<file path="src/rtl/dps_utim64.sv">
// rtl/dps_utim64.sv - 64-bit free-running user timer with compare, overflow and IRQ/ACK handshake
//
// Purpose:
//   Prescaled 64-bit up-counter with one compare channel (optionally periodic)
//   and overflow detection. MATCH/OVF flags feed a two-state IRQ machine whose
//   level output is held until the interrupt controller acknowledges it.
//
// Ports:
//   iCLOCK   in   1   system clock, rising edge
//   inRESET  in   1   asynchronous active-low reset
//   iREQ     in   1   register access request (one-cycle pulse)
//   iRW      in   1   1 = write, 0 = read
//   iADDR    in   3   register index
//   iDATA    in  32   write data
//   oVALID   out  1   response strobe, one cycle after iREQ
//   oDATA    out 32   read data (0 for writes / idle)
//   oIRQ     out  1   interrupt request level
//   iACK     in   1   interrupt acknowledge pulse
//
// Register map:
//   0 CTRL    [0] EN, [1] CLR (self-clearing, reads 0), [P_PRESCALE_W+7:8] DIV
//   1 CNT_L   read latches CNT[63:32] into the read shadow; write fills the write shadow
//   2 CNT_H   read returns the read shadow; write loads {iDATA, write shadow}
//   3 CMP_L   4 CMP_H
//   5 CMPCTRL [0] CMP_EN, [1] CMP_IE, [2] PERIODIC, [3] OVF_IE
//   6 FLAGS   [0] MATCH, [1] OVF, write-1-to-clear
//   7 reserved

module dps_utim64 #(
  parameter int P_PRESCALE_W = 8
) (
  input  logic        iCLOCK,
  input  logic        inRESET,
  input  logic        iREQ,
  input  logic        iRW,
  input  logic [2:0]  iADDR,
  input  logic [31:0] iDATA,
  output logic        oVALID,
  output logic [31:0] oDATA,
  output logic        oIRQ,
  input  logic        iACK
);

  typedef enum logic {
    S_IDLE = 1'b0,
    S_PEND = 1'b1
  } state_t;

  state_t                  r_state;
  state_t                  w_state_nx;

  logic                    r_en;
  logic [P_PRESCALE_W-1:0] r_div;
  logic [P_PRESCALE_W-1:0] r_presc;
  logic [63:0]             r_cnt;
  logic [63:0]             r_cmp;
  logic                    r_cmp_en;
  logic                    r_cmp_ie;
  logic                    r_periodic;
  logic                    r_ovf_ie;
  logic                    r_match;
  logic                    r_ovf;
  logic [31:0]             r_rd_shadow;
  logic [31:0]             r_wr_shadow;
  logic                    r_valid;
  logic [31:0]             r_data;

  logic                    w_wr;
  logic                    w_rd;
  logic                    w_clr;
  logic                    w_load;
  logic                    w_w1c;
  logic                    w_tick;
  logic                    w_match_hit;
  logic                    w_ovf_hit;
  logic                    w_ack_clr;
  logic                    w_match_nx;
  logic                    w_ovf_nx;
  logic                    w_irq_cond;
  logic                    w_irq_cond_nx;
  logic [31:0]             w_rd_data;

  assign w_wr   = iREQ & iRW;
  assign w_rd   = iREQ & ~iRW;
  assign w_clr  = w_wr && (iADDR == 3'd0) && iDATA[1];
  assign w_load = w_wr && (iADDR == 3'd2);
  assign w_w1c  = w_wr && (iADDR == 3'd6);

  // Prescaler terminal count gates every counter advance.
  assign w_tick      = r_en && (r_presc == r_div);
  assign w_match_hit = w_tick && r_cmp_en && (r_cnt == r_cmp);
  assign w_ovf_hit   = w_tick && (r_cnt == '1);

  // Acknowledge only means something while the request is visible.
  assign w_ack_clr = (r_state == S_PEND) && iACK;

  // Clears (ACK or W1C) act first, so an event landing in the same cycle survives.
  assign w_match_nx = (r_match & ~w_ack_clr & ~(w_w1c & iDATA[0])) | w_match_hit;
  assign w_ovf_nx   = (r_ovf   & ~w_ack_clr & ~(w_w1c & iDATA[1])) | w_ovf_hit;

  assign w_irq_cond    = (r_match & r_cmp_ie) | (r_ovf & r_ovf_ie);
  assign w_irq_cond_nx = (w_match_nx & r_cmp_ie) | (w_ovf_nx & r_ovf_ie);

  // Control and configuration registers.
  always_ff @(posedge iCLOCK or negedge inRESET) begin
    if (!inRESET) begin
      r_en        <= 1'b0;
      r_div       <= '0;
      r_cmp       <= '0;
      r_cmp_en    <= 1'b0;
      r_cmp_ie    <= 1'b0;
      r_periodic  <= 1'b0;
      r_ovf_ie    <= 1'b0;
      r_wr_shadow <= '0;
    end else if (w_wr) begin
      case (iADDR)
        3'd0: begin
          r_en  <= iDATA[0];
          r_div <= iDATA[P_PRESCALE_W+7:8];
        end
        3'd1: r_wr_shadow   <= iDATA;
        3'd3: r_cmp[31:0]   <= iDATA;
        3'd4: r_cmp[63:32]  <= iDATA;
        3'd5: begin
          r_cmp_en   <= iDATA[0];
          r_cmp_ie   <= iDATA[1];
          r_periodic <= iDATA[2];
          r_ovf_ie   <= iDATA[3];
        end
        default: ;
      endcase
    end
  end

  // Prescaler and counter: CLR beats a CNT_H load, which beats a tick.
  always_ff @(posedge iCLOCK or negedge inRESET) begin
    if (!inRESET) begin
      r_presc <= '0;
      r_cnt   <= '0;
    end else begin
      if (w_clr) begin
        r_presc <= '0;
      end else if (r_en) begin
        r_presc <= w_tick ? '0 : r_presc + P_PRESCALE_W'(1);
      end

      if (w_clr) begin
        r_cnt <= '0;
      end else if (w_load) begin
        r_cnt <= {iDATA, r_wr_shadow};
      end else if (w_tick) begin
        // All-ones rolls over to zero through the plain increment.
        r_cnt <= (w_match_hit && r_periodic) ? 64'd0 : r_cnt + 64'd1;
      end
    end
  end

  // Event flags.
  always_ff @(posedge iCLOCK or negedge inRESET) begin
    if (!inRESET) begin
      r_match <= 1'b0;
      r_ovf   <= 1'b0;
    end else begin
      r_match <= w_match_nx;
      r_ovf   <= w_ovf_nx;
    end
  end

  // IRQ state register.
  always_ff @(posedge iCLOCK or negedge inRESET) begin
    if (!inRESET) begin
      r_state <= S_IDLE;
    end else begin
      r_state <= w_state_nx;
    end
  end

  // IRQ next state: raise from the registered flags; drop on ACK or when
  // software has cleared every enabled flag.
  always_comb begin
    w_state_nx = r_state;
    case (r_state)
      S_IDLE: begin
        if (w_irq_cond) begin
          w_state_nx = S_PEND;
        end
      end
      S_PEND: begin
        if (iACK) begin
          w_state_nx = S_IDLE;
        end else if (w_w1c && !w_irq_cond_nx) begin
          w_state_nx = S_IDLE;
        end
      end
      default: w_state_nx = S_IDLE;
    endcase
  end

  assign oIRQ = (r_state == S_PEND);

  // Read mux.
  always_comb begin
    w_rd_data = 32'd0;
    case (iADDR)
      3'd0: begin
        w_rd_data[P_PRESCALE_W+7:8] = r_div;
        w_rd_data[0]                = r_en;
      end
      3'd1: w_rd_data = r_cnt[31:0];
      3'd2: w_rd_data = r_rd_shadow;
      3'd3: w_rd_data = r_cmp[31:0];
      3'd4: w_rd_data = r_cmp[63:32];
      3'd5: w_rd_data = {28'd0, r_ovf_ie, r_periodic, r_cmp_ie, r_cmp_en};
      3'd6: w_rd_data = {30'd0, r_ovf, r_match};
      default: w_rd_data = 32'd0;
    endcase
  end

  // Response path and the CNT_L-read upper-word snapshot.
  always_ff @(posedge iCLOCK or negedge inRESET) begin
    if (!inRESET) begin
      r_valid     <= 1'b0;
      r_data      <= '0;
      r_rd_shadow <= '0;
    end else begin
      r_valid <= iREQ;
      r_data  <= w_rd ? w_rd_data : 32'd0;
      if (w_rd && (iADDR == 3'd1)) begin
        r_rd_shadow <= r_cnt[63:32];
      end
    end
  end

  assign oVALID = r_valid;
  assign oDATA  = r_data;

endmodule

</file>
<file path="config.mk">
export PLATFORM = sky130hd
export DESIGN_NAME = dps_utim64
export DESIGN_NICKNAME = d
export VERILOG_FILES = /design/src/rtl/dps_utim64.sv
export SDC_FILE = /design/constraint.sdc
export NUM_CORES = 1
export LEC_CHECK = 0
export ABC_AREA = 1
export BUFFER_PORTS_ARGS = -buffer_cell sky130_fd_sc_hd__buf_2
export CELL_PAD_IN_SITES_DETAIL_PLACEMENT = 1
export CELL_PAD_IN_SITES_GLOBAL_PLACEMENT = 1
export CORE_ASPECT_RATIO = 0.75
export CORE_MARGIN = 5
export CORE_UTILIZATION = 41
export DETAILED_ROUTE_END_ITERATION = 16
export HOLD_SLACK_MARGIN = 0.05
export PLACE_DENSITY = 0.85
export RECOVER_POWER = 50
export SLEW_MARGIN = 20
export SYNTH_ARGS = -nofsm -noshare
export SYNTH_HDL_FRONTEND = slang
export SYNTH_SLANG_ARGS = --single-unit
</file>
<file path="constraint.sdc">
create_clock -name iCLOCK -period 1.97 [get_ports iCLOCK]
set_clock_uncertainty 0.1 [all_clocks]
set_input_delay 0.2955 -clock iCLOCK [delete_from_list [all_inputs] [get_ports iCLOCK]]
set_output_delay 0.2955 -clock iCLOCK [all_outputs]
set_load 0.02 [all_outputs]
</file>
==> results by group, run 1 <==
Status
  – Status: finished, violations left
  – Failing checks: max-capacitance violations, max-slew violations, negative setup slack

Floorplan
  – Site Rows: 60
  – Core Area: 0.03573 sq mm
  – Die ar.: 0.04006 sq mm
  – Initial Util: 0.4145
  – Top Ports: 74
  – Die W: 229.5 um
  – Die height: 174.6 um

Setup path
  – CP dominant cell by count: nand2_1
  – Critical path's top delay family: simple AND/OR/NAND/NOR gates
  – R2R setup slack: -730 ps
  – Worst setup SP type: register
  – RR Endpoint: r_cnt[15]
  – CP Class: register to register
  – Worst path slowest cell: dfrtp_1
  – FF-to-FF Start: r_cnt[5]
  – Worst setup EP type: register
  – Critical path's largest stage delay: 420 ps
  – Data arrival, critical path: 3070 ps
  – CP cell instances: inv_1 > nand2_1 > nand2_1 > nor2_2 > nand2_1 > nor2_2 > nand2_2 > nor2_4 > nand4_4 > buf_12 > buf_8 > nand3_2 > nand2_1 > nand2_1 > nand2_1
  – Buffers & Inverters on Critical Path: 3
  – FF-to-FF path depth: 15
  – Req. time, crit path: 2340 ps
  – Worst Path Max Fanout: 8

Routing
  – DRT Pass-1 Iters: 8
  – WL per Instance: 33.58 um
  – Starting DRT DRC Count: 3,698
  – DRT Wirelength: 113,000 um
  – Vias: 22,200
  – Post-route antenna net violation count: 0
  – DR DRC count: 0
  – Vias/cell: 6.600

CTS
  – Root buffer cell: clkbuf_16
  – Clock slew at reported path FFs: 70 ps
  – Max Root-Sink Buffers: 3
  – Worst-Skew Late Latency: 600 ps
  – Num Clock Sinks: 249
  – CTS tree: built
  – Cts bufs inserted: 27
  – H-tree levels: 1

Layout
  – Most common cell after layout, fill and taps aside: nand2_1
  – # nets final: 2,919
  – Area grow syn2layout: 59.58%
  – Layout Utilization: 0.6614
  – Share of post-route cells with drive strength above 1: 0.4164
  – Most frequent cells in the layout: nand2_1 (689), buf_4 (552), dfrtp_1 (215)

GRT
  – Pin count of the biggest net entering global routing: 65
  – Initial antenna violation count: 6
  – Remaining Overflow, GRT: 0
  – Tot GR Track Use: 0.4673
  – Global-route wire length before repair: 141,700 um
  – Vias in the first global route: 21,520

Place
  – Buffers on Ports: 73
  – DP HPWL: 65,610 um
  – GPL Wtd Cong: 1.064

Logic synthesis
  – Syn avg cell area: 6.754 sq um
  – Synthesized Nets: 2,235
  – Mapped Area: 0.01481 sq mm
  – Synthesis Warnings: 0
  – Cells after Synth: 2,193
  – Seq cells post-synth: 249
  – Sequential share of the synthesized area: 0.4207
  – Number of flops mapped to enable cells by yosys: 0
  – Ys flop type: dfrtp_1
  – Post-synth cell types: 43
  – Async set-or-reset flop fraction in the synthesized netlist: 1.000

STA
  – Worst slew pin tran: 1508 ps
  – Final-report max-slew violation count: 44
  – Slew margin rel.: -0.005505
  – Final Cycle Share: 1.370
  – Final hold violation count: 0
  – Post-layout min period: 2699 ps
  – Worst Setup Slack, final: -728.7 ps
  – Fmax achieved: 370.5 MHz
  – RSZ-0062 raised after global routing: true
  – Final setup viols: 74

Flow run
  – Maxcap violations: 1

Min path
  – WHS Endpoint: r_cnt[33]
  – Hold Path Depth: 5
  – Hold WC Path Type: primary input to register
  – Min-delay src: iDATA[1]

Power
  – Total power draw: 25.85 mW
  – Leakage power: 12.16 nW
  – PwrDens: 1094 mW/mm^2
  – Max VDD drop: 0.0008749 V
## stage by stage
step	TNS [ps]	cells	hold slack (ps)	setup slack (ps)	instance area [sq um]
final	-41260	3364	117.7	-728.7	23630
after global routing	-48030	3361	132.0	-709.4	23630
after CTS	-17890	3292	58.45	-342.3	22080
after detailed placement	-28210	3186	132.2	-743.2	19850
after global placement	-26070	3186	126.9	-723.2	19850
after floorplan	0	2193	-100.1	77.37	14810
## metal layers
metal	track usage	share of wire	vias up
li1	-	-	8270
met1	0.5771	0.34	10530
met2	0.7307	0.41	2396
met3	0.1225	0.14	1005
met4	0.2958	0.12	6
met5	0	0.00080	-
## state kept, by name, summed over array words and instances (netlist names), 8 cells and up
name / flops
r_cmp: 64
oDATA: 32
r_presc: 8
r_rd_shadow: 32
r_cnt: 64
r_div: 8
r_wr_shadow: 32
## cells in the mapped netlist (3+ instances only)
library cell,n,area share
a21oi_1,41,0.014
a221oi_1,30,0.018
a31oi_1,3,0.0013
and3_1,3,0.0013
buf_1,5,0.0013
buf_2,30,0.010
clkbuf_1,44,0.011
clkbuf_2,3,0.0010
dfrtp_1,249,0.42
inv_1,224,0.057
inv_2,15,0.0038
nand2_1,868,0.22
nand2_2,6,0.0025
nand3_1,81,0.027
nand4_1,35,0.015
nor2_1,233,0.059
nor2_2,7,0.0030
nor2_4,4,0.0030
nor3_1,41,0.014
nor3_2,3,0.0020
o21ai_0,164,0.055
o21ai_1,3,0.0010
o221ai_1,3,0.0018
o22ai_1,24,0.010
xnor2_1,8,0.0047
xor2_1,40,0.024
## logic make-up after synthesis
logic type / synth area share
AND/OR/NAND/NOR: 0.3580
buffers and inverters: 0.08710
AO/OA/AOI/OAI: 0.1041
flip-flops: 0.4207
XOR/XNOR: 0.02839
adder cells (fa/ha/maj): 0.001689
## report_power, final
group	leakage (nW)	switching, mW	internal, mW
registers	3.20	1.48	6.23
logic	8.55	7.68	4.99
clock network	0.412	2.54	2.93
## worst reg2reg max path, stage by stage, from the launching register on
cell     delay, ps
dfrtp_1        420
inv_1          110
nand2_1        240
nand2_1        130
nor2_2         220
nand2_1        110
nor2_2         160
nand2_2         90
nor2_4         130
nand4_4        140
buf_12         200
buf_8          140
nand3_2        100
nand2_1         80
nand2_1        100
nand2_1        100
## area by class of cell
| type | count | area, sq um |
|---|---|---|
| repair buffers | 741 | 6102 |
| flip-flops and latches | 249 | 6274 |
| clock buffers | 40 | 764.5 |
| clock inverters | 6 | 82.58 |
| inverters | 240 | 908.4 |
| diodes | 5 | 12.51 |
| fillers | 4327 | 12100 |
| well taps | 465 | 581.8 |
| multi-input cells | 1618 | 8909 |
## how the worst max path moves through the flow
stage	start	endpoint	slack (ps)	cells past startpoint
2_1_floorplan	r_cnt[0]	r_cnt[54]	80	16
3_3_place_gp	r_cnt[4]	r_cnt[37]	-720	15
3_5_place_dp	r_cnt[4]	r_cnt[37]	-740	15
4_1_cts	r_cmp[19]	r_cnt[29]	-340	18
5_1_grt	r_cmp[38]	r_cnt[48]	-710	15
6_report	r_cnt[5]	r_cnt[15]	-730	15
## what timing repair did
action | 4_1_cts | 5_1_grt
buffers inserted | 25 | 67
resized for setup | 244 | 322
hold buffers | 34 | 0
endpoints found under the setup margin | 73 | 75
endpoints found under the hold margin | 358 | 0
pin swaps | 66 | 103
gates cloned | 1 | 1
No activity file was read; power rests on OpenSTA's default activity.
==> run 2: changes to the inputs <==
--- a/config.mk
+++ b/config.mk
@@ -8,13 +8,13 @@
 export ABC_AREA = 1
 export BUFFER_PORTS_ARGS = -buffer_cell sky130_fd_sc_hd__buf_2
 export CELL_PAD_IN_SITES_DETAIL_PLACEMENT = 1
-export CELL_PAD_IN_SITES_GLOBAL_PLACEMENT = 1
+export CELL_PAD_IN_SITES_GLOBAL_PLACEMENT = 2
 export CORE_ASPECT_RATIO = 0.75
 export CORE_MARGIN = 5
-export CORE_UTILIZATION = 41
+export CORE_UTILIZATION = 38
 export DETAILED_ROUTE_END_ITERATION = 16
 export HOLD_SLACK_MARGIN = 0.05
-export PLACE_DENSITY = 0.85
+export PLACE_DENSITY = 0.93
 export RECOVER_POWER = 50
 export SLEW_MARGIN = 20
 export SYNTH_ARGS = -nofsm -noshare
==> constraint.sdc (replaced) <==
create_clock -name iCLOCK -period 3.45 [get_ports iCLOCK]
set_clock_uncertainty 0.1 [all_clocks]
set_input_delay 0.5175 -clock iCLOCK [delete_from_list [all_inputs] [get_ports iCLOCK]]
set_output_delay 0.5175 -clock iCLOCK [all_outputs]
set_load 0.02 [all_outputs]
==> results by group, run 2 (same netlist as run 1, synthesis figures left out) <==
Setup path
  – Worst Path Max Fanout: 8 (unchanged)
  – Worst Setup SP: r_cnt[12]
  – Data arrival, critical path: 3290 ps (+220 ps)
  – Req. time, crit path: 3850 ps (+1510 ps)
  – FF-to-FF path depth: 11 (-4)
  – R2R setup slack: 560 ps (+1290 ps)
  – RR Endpoint: r_cnt[62]
  – FF-to-FF Start: r_cnt[12]
  – Worst setup SP type: register
  – CP Class: register to register
  – Setup crit end: r_cnt[62]
  – Worst setup EP type: register

Routing
  – Vias/cell: 5.668 (-14%)
  – Vias: 15,800 (-29%)
  – Starting DRT DRC Count: 1,746 (-53%)
  – DR DRC count: 0 (unchanged)
  – DRT Wirelength: 72,340 um (-36%)
  – Post-route antenna net violation count: 0 (unchanged)
  – WL per Instance: 25.95 um (-23%)
  – DRT Pass-1 Iters: 5 (-3)

CTS
  – Cts hold-fix bufs: 2 (-94%)
  – Clock slew at reported path FFs: 60 ps (about the same)
  – Max Root-Sink Buffers: 3 (unchanged)
  – Setup Buffers After CTS: 0 (-100%)
  – Root buffer cell: clkbuf_16
  – Resized Gates After CTS: 0 (-100%)
  – Worst-Skew Late Latency: 570 ps (-30 ps)
  – Cts bufs inserted: 27 (unchanged)
  – CTS tree: built
  – H-tree levels: 1 (unchanged)
  – Num Clock Sinks: 249 (unchanged)

Floorplan
  – Die W: 238.0 um (+3.7%)
  – Site Rows: 62 (+3.3%)
  – Initial Util: 0.3857 (-0.02877)
  – Top Ports: 74 (unchanged)
  – Die ar.: 0.04306 sq mm (+7.5%)
  – Core Area: 0.03840 sq mm (+7.5%)
  – Die height: 181.0 um (+3.7%)

GRT
  – Global-route wire length before repair: 106,500 um (-25%)
  – Remaining Overflow, GRT: 0 (unchanged)
  – Pin count of the biggest net entering global routing: 84 (+29%)
  – Initial antenna violation count: 2 (-4)
  – Vias in the first global route: 15,830 (-26%)
  – Tot GR Track Use: 0.3290 (-0.1382)

Flow run
  – Maxcap violations: 1 (unchanged)

STA
  – Setup TNS: 0 ps (+41,260 ps)
  – Fmax achieved: 346.1 MHz (-6.6%)
  – Final setup viols: 0 (-100%)
  – Final hold violation count: 0 (unchanged)
  – Final-report max-slew violation count: 51 (+16%)
  – Worst slew pin tran: 1616 ps (+107.7 ps)
  – Slew margin rel.: -0.07730 (-0.07179)
  – RSZ-0062 raised after global routing: false
  – Final Cycle Share: 0.8375 (-0.5325)
  – Post-layout min period: 2889 ps (+190.5 ps)

Power
  – PwrDens: 650.7 mW/mm^2 (-41%)
  – Max VDD drop: 0.0003488 V (-60%)
  – Total power draw: 10.90 mW (-58%)
  – Leakage power: 8.490 nW (-30%)

Layout
  – Most common cell after layout, fill and taps aside: nand2_1
  – # diodes: 0 (-5)
  – Most frequent cells in the layout: nand2_1 (864), dfrtp_1 (249), nor2_1 (234)
  – Share of post-route cells with drive strength above 1: 0.07821 (-0.3382)
  – # nets final: 2,298 (-21%)
  – Top Registers: r_cmp x64, r_cnt x64
  – Area grow syn2layout: 13.06%

Place
  – DP HPWL: 54,610 um (-17%)
  – GPL Wtd Cong: 1.008 (-5.3%)
  – Buffers on Ports: 73 (unchanged)

Min path
  – Hold WC Path Type: primary input to register

Status
  – Status: finished, violations left
  – Failing checks: max-capacitance violations, max-slew violations
run 2: cell types whose count changed in the layout (fill, tap and decap cells not counted), sizes merged:
cell / delta
buf: -616
clkbuf: +30
clkinv: +1
clkinvlp: -1
diode: -5
dlygate4sd3: -32
run 2: how the worst min path moves through the flow:
stage	depth (start not counted)	end	slack [ps]	startpoint
after floorplan	0	oDATA[0]	120	inRESET
after global placement	2	r_wr_shadow[2]	370	r_wr_shadow[2]
after detailed placement	2	r_wr_shadow[2]	370	r_wr_shadow[2]
after CTS	3	r_div[3]	70	iDATA[11]
after global routing	3	r_div[2]	90	iDATA[10]
final	3	r_div[2]	90	iDATA[10]
run 2: area by class of cell:
type,count,area [sq um]
Inverter,240,903.4
Sequential cell,249,6231
Clock inverter,6,83.83
Multi-Input combinational cell,1618,7289
Clock buffer,43,855.8
Timing Repair Buffer,120,740.7
Fill cell,4995,21650
Tap cell,512,640.6
run 2: per-stage QoR:
step	setup slack (ps)	utilization	cells	area, sq um	hold WS, ps
final	560.8	0.4361	2788	16740	85.50
after global routing	459.5	0.4361	2788	16740	91.16
after CTS	487.2	0.4379	2788	16820	73.87
after detailed placement	489.2	0.4129	2737	15860	373.8
after global placement	631.6	0.4129	2737	15860	365.1
after floorplan	1439	-	2193	14810	121.9
run 2: worst max-delay path, stage by stage (launching register included):
cell and delay, ps:
dfrtp_1 750, nand2_1 260, nor2_1 280, nand2_1 160, nor2_1 300, nand2_1 240, nor2_1 250, xor2_1 200
nand3_1 90, nand2_1 80, nand2_1 50, nand2_1 60
run 2: routing by layer:
layer | share of wire | track usage | up-vias
met1 | 0.44 | 0.4707 | 7884
met2 | 0.42 | 0.4947 | 733
li1 | - | - | 7030
met3 | 0.089 | 0.06676 | 152
met4 | 0.045 | 0.1198 | 2
met5 | 0.00019 | 0 | -
run 2: report_power, final:
group          switching, mW  internal, mW  leakage [nW]  total [mW]
Sequential             0.917          3.53          3.25        4.45
Combinational           2.30          1.00          4.77        3.30
Clock                   1.31          1.84         0.468        3.15
==> run 3: changes to the inputs <==
--- a/config.mk
+++ b/config.mk
@@ -11,10 +11,10 @@
 export CELL_PAD_IN_SITES_GLOBAL_PLACEMENT = 2
 export CORE_ASPECT_RATIO = 0.75
 export CORE_MARGIN = 5
-export CORE_UTILIZATION = 38
+export CORE_UTILIZATION = 32
 export DETAILED_ROUTE_END_ITERATION = 16
 export HOLD_SLACK_MARGIN = 0.05
-export PLACE_DENSITY = 0.93
+export PLACE_DENSITY = 0.84
 export RECOVER_POWER = 50
 export SLEW_MARGIN = 20
 export SYNTH_ARGS = -nofsm -noshare
==> constraint.sdc (replaced) <==
create_clock -name iCLOCK -period 2.5 [get_ports iCLOCK]
set_clock_uncertainty 0.1 [all_clocks]
set_input_delay 0.375 -clock iCLOCK [delete_from_list [all_inputs] [get_ports iCLOCK]]
set_output_delay 0.375 -clock iCLOCK [all_outputs]
set_load 0.02 [all_outputs]
==> results by group, run 3 (same netlist as run 1, synthesis figures left out) <==
Place
  – GPL Wtd Cong: 1.002 (-0.51%)
  – DP HPWL: 59,220 um (+8.4%)
  – Buffers on Ports: 73 (unchanged)

Setup path
  – Critical path's top delay family: simple AND/OR/NAND/NOR gates
  – CP Class: register to register
  – Worst Path Max Fanout: 8 (unchanged)
  – Critical path's largest stage delay: 420 ps (-330 ps)
  – Worst path slowest cell: dfrtp_1
  – CP dominant cell by count: nand2_1
  – Worst setup SP type: register
  – Data arrival, critical path: 2870 ps (-420 ps)
  – Req. time, crit path: 2870 ps (-980 ps)
  – Worst setup EP type: register
  – Buffers & Inverters on Critical Path: 3 (+3)
  – CP cell instances: inv_1 > buf_4 > nand2_1 > nand2_1 > nor2_1 > nand3b_1 > nor2_4 > nand4_4 > buf_12 > nand3_1 > nand2_1 > nand2_1 > nand2_1

Layout
  – Share of post-route cells with drive strength above 1: 0.1890 (+0.1108)
  – # diodes: 0 (unchanged)
  – Area grow syn2layout: 28.29%
  – Most frequent cells in the layout: nand2_1 (848), dfrtp_1 (226), inv_1 (219)
  – Layout Utilization: 0.4143 (-0.02174)
  – # nets final: 2,513 (+9.4%)
  – Top Registers: r_cmp x64, r_cnt x64
  – Most common cell after layout, fill and taps aside: nand2_1

Routing
  – DR DRC count: 0 (unchanged)
  – WL per Instance: 25.48 um (-1.8%)
  – Post-route antenna net violation count: 0 (unchanged)
  – DRT Wirelength: 78,670 um (+8.7%)
  – Vias: 16,450 (+4.1%)
  – Starting DRT DRC Count: 1,673 (-4.2%)
  – DRT Pass-1 Iters: 5 (unchanged)
  – Vias/cell: 5.328 (-6.0%)

Floorplan
  – Die ar.: 0.05073 sq mm (+18%)
  – Site Rows: 68 (+9.7%)
  – Die W: 258.4 um (+8.6%)
  – Core Area: 0.04586 sq mm (+19%)
  – Die height: 196.3 um (+8.5%)
  – Top Ports: 74 (unchanged)
  – Initial Util: 0.3230 (-0.06274)

Min path
  – Hold WC Path Type: primary input to register

STA
  – Slew margin rel.: 0.09379 (+0.1711)
  – Final hold violation count: 0 (unchanged)
  – Fmax achieved: 399.7 MHz (+15%)
  – Worst slew pin tran: 1359 ps (-256.6 ps)
  – RSZ-0062 raised after global routing: true
  – Final-report max-slew violation count: 0 (-100%)
  – Final Cycle Share: 1.001 (+0.1632)
  – Final setup viols: 1 (+1)
  – Hold slack: 85.01 ps (-0.4903 ps)
  – Post-layout min period: 2502 ps (-387.6 ps)
  – Worst Setup Slack, final: -1.624 ps (-562.4 ps)

CTS
  – Max Root-Sink Buffers: 3 (unchanged)
  – Clock slew at reported path FFs: 70 ps (about the same)
  – Num Clock Sinks: 249 (unchanged)
  – Worst-Skew Late Latency: 590 ps (+20 ps)
  – CTS tree: built
  – Cts bufs inserted: 29 (+7.4%)
  – H-tree levels: 1 (unchanged)
  – Root buffer cell: clkbuf_16

GRT
  – Remaining Overflow, GRT: 0 (unchanged)
  – Pin count of the biggest net entering global routing: 68 (-19%)
  – Tot GR Track Use: 0.2992 (-0.02980)
  – Vias in the first global route: 16,340 (+3.2%)
  – Initial antenna violation count: 3 (+1)
  – Global-route wire length before repair: 114,100 um (+7.1%)

Status
  – Status: finished, violations left
  – Failing checks: negative setup slack

Power
  – Pint: 9.194 mW (+44%)
  – PwrDens: 826.8 mW/mm^2 (+27%)
  – Max VDD drop: 0.0005576 V (+60%)
  – Combinational share of power: 0.350 (+0.047)
  – Switching part of the total: 0.4148 (about the same)
  – Leakage power: 9.770 nW (+15%)
  – Switch Pwr: 6.516 mW (+44%)
  – Clk pwr share: 0.270 (-0.019)
  – Reg power frac: 0.380 (-0.029)

Flow run
  – Maxcap violations: 0 (-1)
==> run 3: cell count changes in the layout (fill, tap and decap cells not counted), moves of 23 or more <==
cell,before,now
clkbuf_1,38,7
dlygate4sd3_1,2,30
buf_4,39,200
dfrtp_1,249,226
dfrtp_2,0,23
buf_2,39,72
==> run 3: repair_timing <==
item,in CTS,in global routing
hold buffers,30,0
pin swaps,1,9
cloned,0,3
hold endpoints to repair,161,0
endpoints found under the setup margin,15,65
setup buffers,2,16
resized for setup,9,77
==> run 3: power groups by stage <==
| stage | sequential [mW] | combinational [mW] | clock (mW) |
|---|---|---|---|
| final | 5.97 | 5.49 | 4.25 |
| after global routing | 6.05 | 5.99 | 4.48 |
| after CTS | 5.89 | 5.23 | 4.33 |
| after detailed placement | 5.94 | 5.13 | 0 |
| after global placement | 5.91 | 5.02 | 0 |
| after floorplan | 5.55 | 2.93 | 0 |
==> run 3: stage by stage <==
stage	area [sq um]	TNS [ps]	worst slack (ps)	std cells	power, mW
detailed placement	17370	-1357	-297.8	2984	11.08
global placement	17370	-1120	-297.2	2984	10.93
global route	19000	-281.5	-89.16	3087	16.52
CTS	18640	0	1.836	3068	15.45
finish	19000	-1.624	-1.624	3087	15.71
floorplan	14810	0	607.4	2193	8.485
==> run 3: metal layers <==
metal | routed length, um | global-route usage | share of wire
met4 | 2486 | 0.08122 | 0.032
met2 | 33820 | 0.4567 | 0.43
met1 | 36560 | 0.4480 | 0.46
met3 | 5773 | 0.03950 | 0.073
met5 | 23 | 0 | 0.00029
==> run 3: worst register-to-register path, delay by kind of cell, from the launching register on <==
kind                   cells  cell delay [ps]
AND/OR/NAND/NOR           10             1340
buffers and inverters      3              520
flip-flops                 1              420
==> run 3: final cells by class <==
cell class,instances,area (sq um)
Tap cell,595,744.5
Clock buffer,40,837.1
Sequential cell,249,6260
Inverter,240,903.4
Fill cell,5818,26860
Clock inverter,12,78.83
Multi-Input combinational cell,1618,7501
Timing Repair Buffer,333,2676
==> run 3: final timing paths <==
kind	startpoint	slack (ps)	to	cells past startpoint
setup / recovery	r_cnt[13]	-2	r_cnt[29]	13
hold / removal	iDATA[7]	90	r_wr_shadow[7]	3
hold reg to reg	r_wr_shadow[7]	390	r_wr_shadow[7]	2
setup reg to reg	r_cnt[13]	-2	r_cnt[29]	13
max in group asynchronous	inRESET	390	oDATA[8]	3
min in group asynchronous	inRESET	520	r_cmp[6]	2
